### config.mk
export PLATFORM = sky130hd
export DESIGN_NAME = fetch_flat
export DESIGN_NICKNAME = d
export VERILOG_FILES = /design/src/rtl/fetch_if.sv /design/src/rtl/fetch.sv /design/src/flat_wrapper.sv
export SDC_FILE = /design/constraint.sdc
export NUM_CORES = 1
export LEC_CHECK = 0
export BUFFER_PORTS_ARGS = -buffer_cell sky130_fd_sc_hd__buf_2
export CORE_UTILIZATION = 47
export CTS_CLUSTER_DIAMETER = 40
export DETAILED_ROUTE_END_ITERATION = 7
export PLACE_DENSITY = 0.81
export SLEW_MARGIN = 0
export SYNTH_ARGS = -nofsm -noshare
export SYNTH_HDL_FRONTEND = slang
export SYNTH_SLANG_ARGS = --single-unit
### constraint.sdc
create_clock -name clk -period 3.9 [get_ports clk]
set_input_delay 0.39 -clock clk [delete_from_list [all_inputs] [get_ports clk]]
set_output_delay 0.39 -clock clk [all_outputs]
set_load 0.005 [all_outputs]
### src/rtl/fetch_if.sv
// Purpose: fetch stage control/memory/decode-side bundle.
//   master (fetch) : in  enable, stall, redirect, redirect_pc, imem_rdata
//                    out imem_en, imem_addr, valid, pc_out, command, halted
//   slave  (env)   : mirror image of master
interface fetch_if #(
  parameter int unsigned ADDR_W = 15
);
  logic              enable;
  logic              stall;
  logic              redirect;
  logic [31:0]       redirect_pc;
  logic              imem_en;
  logic [ADDR_W-1:0] imem_addr;
  logic [31:0]       imem_rdata;
  logic              valid;
  logic [31:0]       pc_out;
  logic [31:0]       command;
  logic              halted;

  modport master (
    input  enable, stall, redirect, redirect_pc, imem_rdata,
    output imem_en, imem_addr, valid, pc_out, command, halted
  );

  modport slave (
    output enable, stall, redirect, redirect_pc, imem_rdata,
    input  imem_en, imem_addr, valid, pc_out, command, halted
  );
endinterface

### src/rtl/fetch.sv
// Purpose: instruction fetch stage. Owns the PC, reads a 1-cycle-latency BRAM and
//   presents {pc_out, command, valid} to decode through a 2-entry queue that absorbs
//   stall and redirect at 1 instr/cycle.
// Ports:
//   clk, rstn (async active-low)
//   bus (fetch_if.master): enable/stall/redirect/redirect_pc control, imem_en/imem_addr/
//     imem_rdata BRAM port, valid/pc_out/command/halted towards decode.
//   imem_en is a combinational strobe (same-cycle reaction to redirect/stall);
//   everything else is registered.
// Configuration: define FETCH_HALT_EN to stop issuing after an instruction with
//   opcode [31:26]==6'h3f is fetched; otherwise halted is tied 0.
module fetch #(
  parameter int unsigned ADDR_W   = 15,
  parameter logic [31:0] RESET_PC = 32'h0
) (
  input  logic   clk,
  input  logic   rstn,
  fetch_if.master bus
);

  typedef struct packed {
    logic [31:0] pc;
    logic [31:0] instr;
  } entry_t;

  logic [31:0] pc_q, pc_d;
  logic        inflight_q, inflight_d;
  logic [31:0] inflight_pc_q, inflight_pc_d;
  entry_t      q0_q, q0_d;
  entry_t      q1_q, q1_d;
  logic [1:0]  count_q, count_d;
  logic        valid_q, valid_d;
  logic        halted_q;
`ifdef FETCH_HALT_EN
  logic        halted_d;
`endif

  logic        pop;
  logic        push;
  logic        issue;
  logic [1:0]  occ;
  entry_t      new_entry;

`ifndef FETCH_HALT_EN
  assign halted_q = 1'b0;
`endif

  // Next-state logic: queue shift/push, PC advance, redirect flush
  always_comb begin
    pc_d          = pc_q;
    inflight_d    = 1'b0;
    inflight_pc_d = inflight_pc_q;
    q0_d          = q0_q;
    q1_d          = q1_q;
    count_d       = count_q;
    valid_d       = valid_q;
`ifdef FETCH_HALT_EN
    halted_d      = halted_q;
`endif

    occ  = count_q + 2'(inflight_q);
    pop  = valid_q & ~bus.stall & ~bus.redirect;
    // a response arriving after halt belongs to an instruction past the halt
    push = inflight_q & ~bus.redirect & ~halted_q;
    // rstn term keeps the strobe quiet while reset is held
    issue = rstn & bus.enable & ~bus.redirect & ~halted_q &
            ((occ <= 2'd1) | ((occ == 2'd2) & pop));
    new_entry = '{pc: inflight_pc_q, instr: bus.imem_rdata};

    if (issue) begin
      pc_d          = pc_q + 32'd4;
      inflight_pc_d = pc_q;
      inflight_d    = 1'b1;
    end

    // head is always q0; a pop shifts q1 forward
    if (pop) begin
      q0_d = q1_q;
    end
    if (push) begin
      if ((count_q - 2'(pop)) == 2'd0) begin
        q0_d = new_entry;
      end else begin
        q1_d = new_entry;
      end
`ifdef FETCH_HALT_EN
      if (bus.imem_rdata[31:26] == 6'h3f) begin
        halted_d = 1'b1;
      end
`endif
    end
    count_d = count_q + 2'(push) - 2'(pop);

    if (bus.redirect) begin
      count_d = 2'd0;
      pc_d    = bus.redirect_pc & ~32'h3;
`ifdef FETCH_HALT_EN
      halted_d = 1'b0;
`endif
    end

    valid_d = (count_d != 2'd0);
  end

  // State registers
  always_ff @(posedge clk or negedge rstn) begin
    if (!rstn) begin
      pc_q          <= RESET_PC;
      inflight_q    <= 1'b0;
      inflight_pc_q <= 32'h0;
      q0_q          <= '0;
      q1_q          <= '0;
      count_q       <= 2'd0;
      valid_q       <= 1'b0;
    end else begin
      pc_q          <= pc_d;
      inflight_q    <= inflight_d;
      inflight_pc_q <= inflight_pc_d;
      q0_q          <= q0_d;
      q1_q          <= q1_d;
      count_q       <= count_d;
      valid_q       <= valid_d;
    end
  end

`ifdef FETCH_HALT_EN
  // Halt flag, cleared only by redirect or reset
  always_ff @(posedge clk or negedge rstn) begin
    if (!rstn) begin
      halted_q <= 1'b0;
    end else begin
      halted_q <= halted_d;
    end
  end
`endif

  // The issue rule must never let a response land on a full queue
  assert property (@(posedge clk) disable iff (!rstn) !(push && (count_q == 2'd2)));

  assign bus.imem_en   = issue;
  assign bus.imem_addr = pc_q[ADDR_W+1:2];
  assign bus.valid     = valid_q;
  assign bus.pc_out    = q0_q.pc;
  assign bus.command   = q0_q.instr;
  assign bus.halted    = halted_q;

endmodule
### src/flat_wrapper.sv
// flat-port wrapper written by rule: the top's interface ports become plain ports
module fetch_flat 
#(
  parameter int unsigned ADDR_W   = 15,
  parameter logic [31:0] RESET_PC = 32'h0
)
  (clk, rstn, bus_enable, bus_stall, bus_redirect, bus_redirect_pc, bus_imem_rdata, bus_imem_en, bus_imem_addr, bus_valid, bus_pc_out, bus_command, bus_halted);
  fetch_if #(.ADDR_W(ADDR_W)) bus_i ();
  input  logic clk;
  input  logic rstn;
  input wire logic [$bits(bus_i.enable)-1:0] bus_enable;
  input wire logic [$bits(bus_i.stall)-1:0] bus_stall;
  input wire logic [$bits(bus_i.redirect)-1:0] bus_redirect;
  input wire logic [$bits(bus_i.redirect_pc)-1:0] bus_redirect_pc;
  input wire logic [$bits(bus_i.imem_rdata)-1:0] bus_imem_rdata;
  output wire logic [$bits(bus_i.imem_en)-1:0] bus_imem_en;
  output wire logic [$bits(bus_i.imem_addr)-1:0] bus_imem_addr;
  output wire logic [$bits(bus_i.valid)-1:0] bus_valid;
  output wire logic [$bits(bus_i.pc_out)-1:0] bus_pc_out;
  output wire logic [$bits(bus_i.command)-1:0] bus_command;
  output wire logic [$bits(bus_i.halted)-1:0] bus_halted;
  assign bus_i.enable = bus_enable;
  assign bus_i.stall = bus_stall;
  assign bus_i.redirect = bus_redirect;
  assign bus_i.redirect_pc = bus_redirect_pc;
  assign bus_i.imem_rdata = bus_imem_rdata;
  assign bus_imem_en = bus_i.imem_en;
  assign bus_imem_addr = bus_i.imem_addr;
  assign bus_valid = bus_i.valid;
  assign bus_pc_out = bus_i.pc_out;
  assign bus_command = bus_i.command;
  assign bus_halted = bus_i.halted;
  fetch #(.ADDR_W(ADDR_W), .RESET_PC(RESET_PC)) u_core (.clk(clk), .rstn(rstn), .bus(bus_i));
endmodule
==> results by group <==
GRT
  • GRT Total Usage: between 20 and 25%
  • Vias in the first global route: approximately 6.0k
  • First-pass GRT wire length: 30,600 um
  • Initial antenna violation count: 0
  • Largest net degree at the start of global routing: 83
  • Total gr overflow: 0

Worst setup path
  • Critical path cell sequence: ha_1 -> nor3b_2 -> o21ai_2 -> nor2_4 -> buf_4 -> buf_2
  • Bufs and invs on worst path: 2
  • Largest fanout on the critical path: 11
  • Slack of the worst reg-to-reg path: around 1.4 ns
  • Worst Reg-to-Reg Cells: 6
  • Crit path launch type: flip-flop
  • Slowest library cell on the worst path: nor3b_2
  • Critical path data arrival time: 2.54 ns
  • CP delay by family, top: simple AND/OR/NAND/NOR gates
  • CP max stage delay: 0.54 ns
  • R2R Path End: u_core.inflight_pc_q[8]$_DFFE_PN0P_
  • R2r startpoint: u_core.count_q[0]$_DFF_PN0_
  • Critical path class: flip-flop to output pin
  • Crit. End Element: output pin
  • WP data required: 3.51 ns

Logic synthesis
  • Dominant cell by count in the synthesized netlist: mux2_2
  • Async SR Flop Fraction: 100%
  • Post-Synthesis Cell Area: 8810 sq um
  • Number of synthesized flops with an enable pin: 0
  • Synth Net Count: 731
  • Seq cells post-synth: 190
  • Syn avg cell area: 13.4 sq um
  • Yosys Warn Count: 0
  • Area leader, netlist: dfrtp_1
  • Primary FF master, synth: dfrtp_1
  • Distinct cells, synth: 58
  • Top cell type's share of synthesized area: 54.0%
  • Gate Count Post-Synth: 659
  • Top cells by area, synth: dfrtp_1, mux2_2, or4_1, buf_4, a31oi_1
  • Commonest cells post-synth: mux2_2, dfrtp_1, clkbuf_1
  • Seq/Total Area, Yosys: approximately 54%

Outcome
  • Failing checks: DRC
  • Status: finished, violations left

Clock network
  • TritonCTS clock tree: yes
  • Post-CTS sizing: 0
  • CTS buffer count: 17
  • CTS H-tree depth: 4
  • Setup bufs post-CTS: 0
  • Hold_buf cts: 1
  • Sinks on Clock Net: 190
  • Clock Path Buffers: 2
  • Root Buffer: clkbuf_16
  • Clock latency on the worst-skew pair: about 0.43 ns
  • Clock slew seen by the registers of the worst setup and hold paths: about 0.080 ns

Cells and area
  • Register Area: 4750 sq um
  • N_diodes: 0
  • Fin nets: 854
  • FILL cells: 1,518
  • Non-filler cells, final: between 1k and 1.5k
  • Multi-input gate area: between 3000 and 4000 sq um
  • Area growth, synth to finish: 17.2%
  • Ratio of cells with drive above 1 in the final layout: 52.7%

Timing
  • Worst-Margin Slew: about 1.0 ns
  • Slew margin rel.: approximately a third
  • Hold Vio Cnt, Final: 0
  • Setup TNS Final: 0 ns
  • Post-layout min period: between 2 and 3 ns
  • Clock skew: 0.0118 ns
  • FMAX: about 0.34 GHz
  • Unrepaired setup endpoints after global routing: false
  • Period utilisation layout: approximately three quarters
  • Final setup viols: 0
  • Final slew viol count: 0

Floorplan
  • Row cnt: between 40 and 50
  • Ports: 151
  • Die Ht: about 140 um
  • Die width: 139 um
  • Initial Utilization: about half
  • Die area: around 19,000 sq um
  • Core Region: between 15,000 and 20,000 sq um

Detailed routing
  • Avg WL per Cell: between 15 and 20 um
  • Met3 wire len: roughly 830 um
  • DR WL met2: between 8000 and 9000 um
  • Routed WL: 18,100 um
  • DRC viols: 9
  • Via count: between 5k and 6k
  • First-pass detailed-route iteration total: 8
  • First DRT Iteration DRCs: between 300 and 400
  • Top routing layer in use: met4
  • Final ANT Viol Nets: 0
  • DR vias/cell: ~5.6
  • Routed length on met1: between 8000 and 9000 um

Placement
  • Port-buffer cells: 147
  • DP Wirelength: approximately 12,000 um
  • Placed insts: roughly 990
  • Gpl congestion: slightly below 0.8

Min path
  • Hold Crit Class: input port to flip-flop
  • Min-delay src: bus_redirect_pc[13]
  • Hold Path Cell Cnt: 3
  • Hold Path End: u_core.pc_q[13]$_DFFE_PN0P_

Power
  • Max VDD drop: ~330 uV
  • P_leak: around 4.7 nW
  • PD cells: approximately 600 nW/um^2

Run
  • Max-Cap Viols: 0
metal layers:
layer | up-vias | GRT usage, %
li1 | 2664 | -
met1 | 2907 | 26.1
met5 | - | 0
met2 | 157 | 33.8
met3 | 18 | 4.32
met4 | 0 | 5.44
how the worst max path moves through the flow:
| stage | startpoint | endpoint | slack (ns) | depth (start not counted) |
|---|---|---|---|---|
| after CTS | u_core.count_q[0]$_DFF_PN0_ | bus_imem_en | 0.98 | 6 |
| after global placement | bus_redirect | u_core.bus.pc_out[22]$_DFF_PN0_ | 1.39 | 6 |
| after global routing | u_core.count_q[0]$_DFF_PN0_ | bus_imem_en | 0.86 | 6 |
| after floorplan | u_core.count_q[0]$_DFF_PN0_ | u_core.pc_q[31]$_DFFE_PN0P_ | 1.64 | 6 |
| final | u_core.count_q[0]$_DFF_PN0_ | bus_imem_en | 0.97 | 6 |
| after detailed placement | bus_redirect | u_core.bus.command[15]$_DFF_PN0_ | 1.32 | 6 |
logic make-up after synthesis:
kind of cell / Yosys count / share of synthesized area, %
simple gates: 107 / 7.26
other cells: 1 / 0.0426
compound gates: 66 / 5.44
xor+xnor: 10 / 1.08
buf+inv: 61 / 3.58
flops: 190 / 54.0
mux: 221 / 28.2
fa+ha+maj: 3 / 0.426
state kept, by name, summed over array words and instances, names as in the netlist:
| register | cells |
|---|---|
| u_core.count_q | 2 |
| u_core.q1_q | 62 |
| u_core.inflight_pc_q | 30 |
| u_core.bus.valid | 1 |
| u_core.pc_q | 30 |
| u_core.bus.command | 32 |
| u_core.inflight_q | 1 |
| u_core.bus.pc_out | 32 |
worst reg2reg max path, delay by kind of cell (launching register included):
kind / cells / cell delay [ns]
AOI/OAI and AO/OA: 1 / 0.14
DFF: 1 / 0.41
buffers and inverters: 1 / 0.32
adders and majority gates: 1 / 0.34
and+or+nand+nor: 2 / 0.83
muxes: 1 / 0.37
cell usage in the layout, fill, tap and decap left out, types with 3 or more instances in the layout:
cell type / instances
a21boi_0: 3
clkbuf_16: 17
mux2i_1: 5
nor2b_1: 3
inv_6: 5
o21ai_0: 9
o41ai_1: 3
nor4_1: 3
a31oi_1: 16
a211oi_1: 3
o211ai_1: 4
ha_1: 3
nand4_1: 7
buf_4: 10
inv_1: 4
xor2_1: 3
nor2_1: 20
xnor2_1: 6
buf_2: 146
mux2_2: 216
nand3_1: 10
dfrtp_1: 190
inv_8: 3
and4_1: 4
or4_1: 17
o31ai_1: 12
nor3b_2: 3
nand2_1: 18
clkinv_4: 3
stage by stage:
step / hold WS (ns) / instance area (sq um) / setup WS (ns) / util (%) / power, mW
4_1_cts: 0.176 / 10300 / 0.980 / 56.9 / 6.12
5_1_grt: 0.181 / 10300 / 0.864 / 56.9 / 6.41
6_report: 0.190 / 10300 / 0.970 / 56.9 / 6.05
3_5_place_dp: 0.319 / 9690 / 1.32 / 53.4 / 4.30
2_1_floorplan: 0.0944 / 8810 / 1.64 / - / 3.72
3_3_place_gp: 0.313 / 9690 / 1.39 / 53.4 / 4.22
power by group:
group / internal [mW] / leakage [nW] / switching (mW)
clock network: 0.983 / 0.305 / 0.836
logic: 0.882 / 2.02 / 0.510
registers: 2.53 / 2.37 / 0.313
total: 4.40 / 4.69 / 1.66
cell type report:
| type | instances | area share, % |
|---|---|---|
| inverter | 5 | 0.182 |
| clock inverter | 15 | 1.90 |
| tap | 229 | 2.78 |
| sequential | 190 | 46.1 |
| timing repair buffer | 160 | 8.43 |
| multi-input combinational | 408 | 36.5 |
| clock buffer | 17 | 4.12 |
(Power assumes the default switching activity.)
